$ cat src/rtl/morse_encoder.sv
// Plays one Morse letter (dot/dash pattern + symbol count) as a timed on/off keying signal.
// All outputs are registered; element timing comes from a single down-counter.
//
// state | meaning
// IDLE  | waiting for a start request, ready=1
// MARK  | tone on for one dot (U) or dash (3U)
// SPACE | tone off for U between symbols of the letter
// GAP   | tone off for 3U after the last symbol, then done pulse

module morse_encoder #(
    parameter int UNIT_CYCLES = 25_000_000
) (
    input  logic       clk,
    input  logic       rst_n,
    input  logic       start,
    input  logic [3:0] pattern,
    input  logic [2:0] len,
    output logic       tone_out,
    output logic       ready,
    output logic       done
);

    localparam longint UNIT_L  = longint'(UNIT_CYCLES);
    localparam int     CW      = $clog2(UNIT_L * 3);
    // Counter holds duration-1 so an element of D cycles expires on the D-th edge.
    localparam logic [CW-1:0] LOAD_U  = CW'(UNIT_L - 1);
    localparam logic [CW-1:0] LOAD_3U = CW'(UNIT_L * 3 - 1);

    typedef enum logic [1:0] {
        IDLE,
        MARK,
        SPACE,
        GAP
    } state_t;

    state_t        state;
    logic [CW-1:0] cnt;
    logic [1:0]    idx;
    logic [3:0]    pat_q;
    logic [2:0]    len_q;

    logic [1:0]    idx_nxt;
    logic          len_ok;
    logic          more_symbols;

    always_comb begin
        idx_nxt      = idx + 2'd1;
        len_ok       = (len != 3'd0) && (len <= 3'd4);
        more_symbols = ({1'b0, idx} + 3'd1) < len_q;
    end

    always_ff @(posedge clk or negedge rst_n) begin
        if (!rst_n) begin
            state    <= IDLE;
            cnt      <= '0;
            idx      <= '0;
            pat_q    <= '0;
            len_q    <= '0;
            tone_out <= 1'b0;
            ready    <= 1'b1;
            done     <= 1'b0;
        end else begin
            done <= 1'b0;
            case (state)
                IDLE: begin
                    if (start && len_ok) begin
                        pat_q    <= pattern;
                        len_q    <= len;
                        idx      <= 2'd0;
                        cnt      <= pattern[0] ? LOAD_3U : LOAD_U;
                        state    <= MARK;
                        tone_out <= 1'b1;
                        ready    <= 1'b0;
                    end
                end
                MARK: begin
                    if (cnt == '0) begin
                        tone_out <= 1'b0;
                        if (more_symbols) begin
                            state <= SPACE;
                            cnt   <= LOAD_U;
                        end else begin
                            state <= GAP;
                            cnt   <= LOAD_3U;
                        end
                    end else begin
                        cnt <= cnt - 1'b1;
                    end
                end
                SPACE: begin
                    if (cnt == '0) begin
                        idx      <= idx_nxt;
                        cnt      <= pat_q[idx_nxt] ? LOAD_3U : LOAD_U;
                        state    <= MARK;
                        tone_out <= 1'b1;
                    end else begin
                        cnt <= cnt - 1'b1;
                    end
                end
                GAP: begin
                    if (cnt == '0) begin
                        state <= IDLE;
                        ready <= 1'b1;
                        done  <= 1'b1;
                    end else begin
                        cnt <= cnt - 1'b1;
                    end
                end
                default: begin
                    state    <= IDLE;
                    tone_out <= 1'b0;
                    ready    <= 1'b1;
                end
            endcase
        end
    end

endmodule

$ cat config.mk
export PLATFORM = sky130hd
export DESIGN_NAME = morse_encoder
export DESIGN_NICKNAME = d
export VERILOG_FILES = /design/src/rtl/morse_encoder.sv
export SDC_FILE = /design/constraint.sdc
export NUM_CORES = 1
export LEC_CHECK = 0
export CAP_MARGIN = 20
export CORE_MARGIN = 1.5
export CORE_UTILIZATION = 25
export CTS_BUF_LIST = sky130_fd_sc_hd__clkbuf_8
export DETAILED_ROUTE_END_ITERATION = 6
export PLACE_DENSITY = 0.39
export SYNTH_ARGS = -nofsm -noshare
export SYNTH_HDL_FRONTEND = slang
export SYNTH_SLANG_ARGS = --single-unit
$ cat constraint.sdc
create_clock -name clk -period 4 [get_ports clk]
set_input_delay 0.8 -clock clk [delete_from_list [all_inputs] [get_ports clk]]
set_output_delay 0.8 -clock clk [all_outputs]
set_load 0.05 [all_outputs]
==> results of run 1 <==
cells by family (layout without fill, tap and decap cells):
kind of cell / Yosys count / after routing / share of synthesized area [%]
muxes: 8 / 8 / 3.97
DFF: 41 / 41 / 40.2
buffers and inverters: 16 / 32 / 3.09
and+or+nand+nor: 127 / 127 / 29.9
AOI/OAI and AO/OA: 57 / 57 / 15.7
xor gates and xnor gates: 15 / 15 / 5.14
adders and majority gates: 4 / 4 / 1.96
placed cells by master, fill, tap and decap left out, drive strengths merged, types with 2 or more instances in the layout:
cell           netlist  layout
mux2                 7       7
nor4b                5       5
xnor2               12      12
a21o                 4       4
and2                 3       3
or3                  5       5
a22o                 2       2
nand3                7       7
nand2               31      31
nor3                14      14
o21ai               17      17
o31ai                6       6
and3                 3       3
buf                  5       5
a22oi                2       2
nor4                14      14
clkbuf               3       6
and4                 2       2
clkdlybuf4s50        0      11
a2bb2oi              3       3
nand4                5       5
nor2                27      27
ha                   4       4
nand3b               2       2
or4                  2       2
dfrtp               40      40
xor2                 3       3
o22ai                2       2
a31oi                3       3
a21oi               11      11
inv                  7       8
or2                  3       3
power groups by stage:
stage,logic [W],clock network (W),registers (W)
global route,0.000261,0.000383,0.000591
floorplan,0.000177,0,0.000563
CTS,0.000230,0.000370,0.000577
finish,0.000231,0.000355,0.000577
global placement,0.000229,0,0.000584
detailed placement,0.000227,0,0.000586
per-stage QoR:
step | power (W) | utilization (%) | area [um^2]
after detailed placement | 0.000813 | 28.6 | 2810
after CTS | 0.00118 | 29.8 | 2930
after global placement | 0.000814 | 28.6 | 2810
after floorplan | 0.000740 | - | 2550
final | 0.00116 | 30.0 | 2950
after global routing | 0.00123 | 30.0 | 2950
routing by layer:
metal	GRT usage [%]	part of all wire, %
met1	19.7	50
met2	21.6	46
met3	1.88	2.9
met4	3.57	1.1
met5	0	0
layout make-up:
type | count | area (um^2) | share of cell area (%)
inverter | 8 | 30.0 | 1.02
tap | 133 | 166 | 5.65
clock buffer | 6 | 82.6 | 2.80
timing repair buffer | 16 | 158 | 5.35
sequential | 41 | 1030 | 34.9
multi-input combinational | 211 | 1450 | 49.2
clock inverter | 2 | 33.8 | 1.15
state kept, by name, indices dropped and copies added, names as in the netlist:
signal    flops
cnt          27
done          1
idx           2
len_q         3
pat_q         4
ready         1
state         2
tone_out      1
worst paths after layout:
path	cells after the start	from	slack, ps	to
max	9	cnt[0]$_DFFE_PN0P_	1200	cnt[24]$_DFFE_PN0P_
min	1	rst_n	400	len_q[0]$_DFFE_PN0P_
max reg2reg	9	cnt[0]$_DFFE_PN0P_	1200	cnt[24]$_DFFE_PN0P_
min reg2reg	1	pat_q[0]$_DFFE_PN0P_	510	pat_q[0]$_DFFE_PN0P_
max in group asynchronous	2	rst_n	3110	cnt[21]$_DFFE_PN0P_
min in group clk	1	pat_q[0]$_DFFE_PN0P_	510	pat_q[0]$_DFFE_PN0P_
critical path, stage by stage (launching register included):
cell and delay (ps):
sky130_fd_sc_hd__dfrtp_1 390, sky130_fd_sc_hd__inv_1 110, sky130_fd_sc_hd__ha_1 240, sky130_fd_sc_hd__nor3b_1 430
sky130_fd_sc_hd__nand2_2 290, sky130_fd_sc_hd__nor4_4 600, sky130_fd_sc_hd__buf_4 250, sky130_fd_sc_hd__nor4_1 60
sky130_fd_sc_hd__a21oi_1 200, sky130_fd_sc_hd__o22ai_1 100
==> summary by stage, run 1 <==
Synth
The synthesized netlist occupies a cell area of 2550 um^2. Counting instances in the post-synthesis netlist gives the leading cell types as 40 x sky130_fd_sc_hd__dfrtp_1, 29 x sky130_fd_sc_hd__nand2_1, 26 x sky130_fd_sc_hd__nor2_1. During synthesis, Yosys emitted a total of 0 warnings. In the synthesized netlist the dominant register cell turns out to be sky130_fd_sc_hd__dfrtp_1.

The total nets after synthesis is 282. Yosys instantiated no cell more often than sky130_fd_sc_hd__dfrtp_1. In the post-synthesis netlist, the biggest area contributors are sky130_fd_sc_hd__dfrtp_1 39%, sky130_fd_sc_hd__nand2_1 4.3%, sky130_fd_sc_hd__xnor2_1 4.1%. The post-synthesis sequential element count is 41. Synthesis handed over a netlist of 268 instances. The cell taking the most area after synthesis is sky130_fd_sc_hd__dfrtp_1. Of the synthesized area, sequential elements account for 40.2%. In this run, synthesis inferred 0 flip-flops with an integrated enable.

In the synthesized netlist the async set-or-reset flop fraction comes to 100%. The number of library cell types mapped by synthesis is 59. The mean area per synthesized cell is 9.53 um^2. The fraction of synthesized cell area taken by the top area cell type is 39.2%.

Run
The max-capacitance violation count is 0.

Power
Sequential cells account for 49.6% of the total power. The analysis attributes to cell leakage a power of 1.24 nW. The ratio of total power to cell area is 395 nW/um^2. The cell-internal power is 0.000792 W. The maximum vdd drop is 0.211 mV. Summed over all nets, the switching power comes to 0.000372 W. The net switching fraction of the power is 32.0%. The share of total power dissipated in combinational logic is 19.9%. The clock network is responsible for 30.5% of the overall power.

Timing
In the final timing run, aggregate negative setup slack is 0 ps. The clock skew after layout is 12.1 ps. The headroom to the max-slew limit is 53.3%.

Final hold analysis gives a worst-case slack of 402 ps. The number of pins with negative max-slew slack in the final report is 0. The count of endpoints failing hold in the final timing report was 0.

Setup violations remaining at the end of the flow were counted as 0. Setup repair after global routing left no endpoint under its margin. The final critical path takes up 70.0% of the cycle.

The timing-limited maximum frequency is 357 MHz. The smallest setup slack after layout is 1200 ps. The clock period could shrink to 2800 ps.

At the pin with the least slew margin, the transition time is 701 ps.

CTS
The cts-stage hold buffer count is 0. Post-CTS timing repair inserted 0 buffers for setup. The maximum buffer depth of the clock tree is 2.

The clock latency at the later pin of the worst-skew pair is 300 ps. The clock tree from TritonCTS is yes. The H-tree was split into 2 levels. The root buffer cell chosen for the clock tree is sky130_fd_sc_hd__clkbuf_8. Gates resized during post-CTS repair numbered 0.

Clock tree synthesis inserted a total of 5 buffers. Clock-pin slew was measured on the worst setup and hold paths at 90 ps. For this design, the sink count on the clock tree is 41.

Floorplanning
The core area is 9820 um^2. From bottom edge to top edge, the die measures 104 um. Row generation in the floorplan step produced 36 rows. The die covers 10,800 um^2. The die width is 104 um. The number of ports placed on the die boundary is 13. The initial cell density of the core is 26.0%.

Critical path
The worst setup path is captured at a flop. STA puts the critical path data required time at 4180 ps. The critical path is of the reg2reg type. The nature of the critical path startpoint is a flop.

The signal arrival time at the worst endpoint is 2980 ps. Of all nets on the critical path, the largest fanout is 12.

Route
The per-cell routed wire length is 16.7 um. The detailed-routing iteration count for the pre-antenna-repair pass is 4. The total number of vias is 2,070.

The initial DRC count is 125. In the routed design, unresolved DRC markers number 0. The total detailed-routing wirelength is 6980 um. The detail route stage leaves a number of antenna-violating nets equal to 0.

The detail-routed via count per cell is 4.96.

Placed design
The count of buffers added on input and output ports is 12. Routability-driven placement finished with a final weighted congestion of 0.819. Once placement completed, the tool counted placed cells totaling 408. Prior to clock tree synthesis, the placed netlist has a worst setup slack of 1160 ps.

The placed wire-length estimate after detailed placement is 5040 um.

Run status
The flow ran to the end, and the final reports show no timing, DRC or antenna violations.

Layout
Fill cells in the final layout number 1,080. The area growth from synthesis to layout is 15.3%. The antenna cell count is 0. The count of cells in the finished layout, fillers not included, comes to 417.

For this run, the post-layout net count is 297. Cells with a size suffix above 1 make up 15.8% of the layout.

GRT
The number of global-route vias before repair is 2,113. Global routing consumed, over all layers together, 13.7% of the routing resources. Summed over all layers, the global routing overflow is 0. The first global-routing pass estimated 11,800 um of wire. The number of antenna violations at the first check in global routing is 0.

The pin count of the biggest net entering global routing is 42.

Hold path
The path class of the tightest hold or removal check is in2async.
(Power assumes the default switching activity.)
==> run 2: changes to the inputs <==
--- a/config.mk
+++ b/config.mk
@@ -10,7 +10,7 @@
 export CORE_UTILIZATION = 25
 export CTS_BUF_LIST = sky130_fd_sc_hd__clkbuf_8
 export DETAILED_ROUTE_END_ITERATION = 6
-export PLACE_DENSITY = 0.39
+export PLACE_DENSITY = 0.4
 export SYNTH_ARGS = -nofsm -noshare
 export SYNTH_HDL_FRONTEND = slang
 export SYNTH_SLANG_ARGS = --single-unit
==> constraint.sdc (replaced) <==
create_clock -name clk -period 2.35 [get_ports clk]
set_input_delay 0.47 -clock clk [delete_from_list [all_inputs] [get_ports clk]]
set_output_delay 0.47 -clock clk [all_outputs]
set_load 0.05 [all_outputs]
==> run 2 against run 1 <==
  * Wire length increased by 5.4%
  * Clock power increased by 97%
  * Non-clock buffer count increased by 42
  * Largest cell class unchanged
==> summary by stage, run 2 (synthesis results as in run 1) <==
Run status
Run status: finished, final reports clean (unchanged).

CTS
The maximum buffer depth of the clock tree is 2 (unchanged). The clock latency at the later pin of the worst-skew pair was 310 ps (was 300 ps). The number of clock buffers inserted by TritonCTS is 5 (unchanged). The clock tree from TritonCTS is yes (unchanged). The post-CTS clock slew at the launch and capture registers of the worst setup and hold paths came to 90 ps (about the same). The root cell of the clock tree was sky130_fd_sc_hd__clkbuf_8 (unchanged). The cts-stage hold buffer count came to 0 (unchanged). The deepest level of the CTS H-tree is 2 (unchanged).

The clock sink count is 41 (unchanged).

Critical path
The launching point of the worst reg2reg path is cnt[8]$_DFFE_PN0P_ (was cnt[0]$_DFFE_PN0P_). The depth of the critical timing path with buffers and inverters included is 6 (was 9). The capturing point of the worst reg2reg path is cnt[18]$_DFFE_PN0P_ (was cnt[24]$_DFFE_PN0P_). The signal arrival time at the worst endpoint is 2390 ps (was 2980 ps). The type of destination of the critical path was a flop (unchanged). The maximum cell stage delay along the critical path is 470 ps (was 600 ps). The path depth of the worst reg2reg path is 6 (was 9). The critical-path cell with the highest stage delay is sky130_fd_sc_hd__or3_4 (was sky130_fd_sc_hd__nor4_4). The maximum fanout encountered on the critical timing path was 5 (was 12).

The critical path's top delay family is simple AND/OR/NAND/NOR gates (unchanged). The number of buffer and inverter instances along the worst setup path is 0 (was 2). Critical path, cell by cell: nor4_4 > nand4_2 > or3_4 > o31ai_4 > a2bb2oi_2 > o21ai_1 (was inv_1 > ha_1 > nor3b_1 > nand2_2 > nor4_4 > buf_4 > nor4_1 > a21oi_1 > o22ai_1). The type of the worst setup path is reg2reg (unchanged). The minimum setup slack among reg-to-reg paths came to 140 ps (was 1200 ps).

The nature of the critical path startpoint is a flop (unchanged). The critical path required time is 2530 ps (was 4180 ps).

Power
The clock share of power is 32.6% (was 30.5%). The total power is 0.00214 W (was 0.00116 W). The maximum vdd drop is 0.343 mV (was 0.211 mV).

The cell-internal power is 0.00148 W (was 0.000792 W). The combinational share of power is 22.4% (was 19.9%). The power dissipated by switching net loads is 0.000663 W (was 0.000372 W). The total leakage power is 1.46 nW (was 1.24 nW). The part of the total power dissipated in sequential elements is 44.9% (was 49.6%). The net switching fraction of the power was 30.9% (was 32.0%). The ratio of total power to cell area was 650 nW/um^2 (was 395 nW/um^2).

Floorplanning
The die width is 104 um (unchanged). The initial cell density of the core is 26.0% (unchanged). The number of standard-cell rows in the floorplan is 36 (unchanged).

The number of ports placed on the die boundary came to 13 (unchanged). The vertical extent of the die is 104 um (unchanged). The area of the die is 10,800 um^2 (unchanged). The core area was 9820 um^2 (unchanged).

Layout
The antenna cell count is 0 (unchanged). The flip-flop count of the largest register after layout is 27 (unchanged). Biggest registers after layout: cnt x27, pat_q x4, len_q x3 (unchanged).

The count of nets after finishing is 339 (was 297). The register with the most flip-flops is cnt (unchanged). The layout overhead on the synthesized area is 29.1% (was 15.3%). The share of cells above drive strength 1 came to 27.3% (was 15.8%). The most common library cell in the layout ignoring fill and taps was sky130_fd_sc_hd__buf_4 (was sky130_fd_sc_hd__dfrtp_1). Most frequent cells in the layout: 45 x sky130_fd_sc_hd__buf_4, 40 x sky130_fd_sc_hd__dfrtp_1, 29 x sky130_fd_sc_hd__nand2_1, 26 x sky130_fd_sc_hd__nor2_1, 14 x sky130_fd_sc_hd__o21ai_0 (was 40 x sky130_fd_sc_hd__dfrtp_1, 29 x sky130_fd_sc_hd__nand2_1, 26 x sky130_fd_sc_hd__nor2_1, 14 x sky130_fd_sc_hd__o21ai_0, 13 x sky130_fd_sc_hd__nor3_1).

The final cell area excluding filler cells was 3300 um^2 (was 2950 um^2). The fraction of the core area covered by cells at the end of the flow is 33.6% (was 30.0%).

Timing
The number of pins with negative max-slew slack in the final report is 0 (unchanged). RSZ-0062 raised after global routing: false (unchanged). The setup-violating endpoint count in the final report came to 0 (unchanged). The clock skew after layout is 11.2 ps (was 12.1 ps). The count of endpoints failing hold in the final timing report is 0 (unchanged). The timing-limited maximum frequency is 452 MHz (was 357 MHz). The total negative setup slack was 0 ps (unchanged). The time the final worst path needs with I/O delays and setup came to 2210 ps (was 2800 ps).

The headroom to the max-slew limit came to 54.1% (was 53.3%). The final cycle utilization of the critical path is 94.1% (was 70.0%). The actual slew at the worst max-slew pin is 688 ps (was 701 ps).

GRT
The number of global-route vias before repair came to 2,249 (was 2,113). The number of antenna violations at the first check in global routing was 0 (unchanged). The aggregate global routing overflow is 0 (unchanged). The all-layer global routing usage was 14.4% (was 13.7%).

The pin count of the biggest net entering global routing is 30 (was 42). The wire length of the first global-routing pass was 12,300 um (was 11,800 um).

Run
The max-capacitance violation count is 0 (unchanged).

Placed design
The number of buffer cells added on primary ports is 12 (unchanged). The weighted congestion at the end of routability-driven global placement is 0.875 (was 0.819). The placed wire-length estimate after detailed placement was 5740 um (was 5040 um). The standard cell area after detailed placement is 3140 um^2 (was 2810 um^2).

Route
The per-cell routed wire length came to 16.0 um (was 16.7 um). The total number of vias was 2,216 (was 2,070). The number of nets still failing antenna checks after routing came to 0 (unchanged). The detailed-routing iteration count for the pre-antenna-repair pass is 4 (unchanged). The initial DRC count is 160 (was 125). The detail-routed via count per cell came to 4.83 (was 4.96). The total detailed-routing wirelength is 7360 um (was 6980 um). The DRC violations left came to 0 (unchanged).

Hold path
The type of the most critical hold path is in2async (unchanged).
## run 2: cell count changes in the layout (fill, tap and decap cells not counted), sizes merged
cell,before,now
inv,8,7
clkinv,1,2
clkbuf,6,5
buf,5,47
bufinv,1,2
## run 2: worst max-delay path by stage
stage | from | endpoint
final | cnt[8]$_DFFE_PN0P_ | cnt[18]$_DFFE_PN0P_
after global routing | cnt[8]$_DFFE_PN0P_ | cnt[22]$_DFFE_PN0P_
after global placement | len[1] | cnt[25]$_DFFE_PN0P_
after detailed placement | len[1] | cnt[25]$_DFFE_PN0P_
after CTS | cnt[0]$_DFFE_PN0P_ | cnt[23]$_DFFE_PN0P_
after floorplan | cnt[0]$_DFFE_PN0P_ | cnt[10]$_DFFE_PN0P_
## run 2: area by class of cell
cell class,instances,area (um^2)
inverters,8,30.0
clock inverters,3,65.1
flip-flops and latches,41,1030
fillers,1054,6520
repair buffers,58,473
well taps,133,166
clock buffers,5,68.8
multi-input cells,211,1470
## run 2: timing repair
item / in CTS / in global routing
setup buffers: 0 / 0
gates resized for setup: 0 / 3
setup endpoints to repair: 0 / 26
## run 2: layer usage
layer / share of wire, % / up-vias / track usage (%)
met1: 50 / 1066 / 21.1
met4: 0.88 / 0 / 2.98
met5: 0 / - / 0
li1: - / 1108 / -
met2: 45 / 37 / 22.5
met3: 4.0 / 5 / 2.13
## run 2: metrics by stage
stage,worst slack (ps),cells,hold WS [ps]
after CTS,48.4,459,221
after global placement,7.11,451,489
final,140,459,193
after floorplan,147,268,174
after global routing,7.82,459,266
after detailed placement,-39.8,451,493
## run 2: power groups by stage
stage                     Combinational, W  Sequential, W  Clock (W)
after floorplan                   0.000301       0.000959          0
after global placement            0.000477       0.000974          0
after detailed placement          0.000478       0.000976          0
after CTS                         0.000482       0.000962   0.000720
after global routing              0.000533       0.000982   0.000745
final                             0.000481       0.000963   0.000699
==> run 3: changes to the inputs <==
==> constraint.sdc (replaced) <==
create_clock -name clk -period 2.35 [get_ports clk]
set_input_delay 0.47 -clock clk [delete_from_list [all_inputs] [get_ports clk]]
set_output_delay 0.47 -clock clk [all_outputs]
set_load 0.02 [all_outputs]
==> results of run 3 <==
No change in the layout: final DEF, timing and power equal those of run 2.
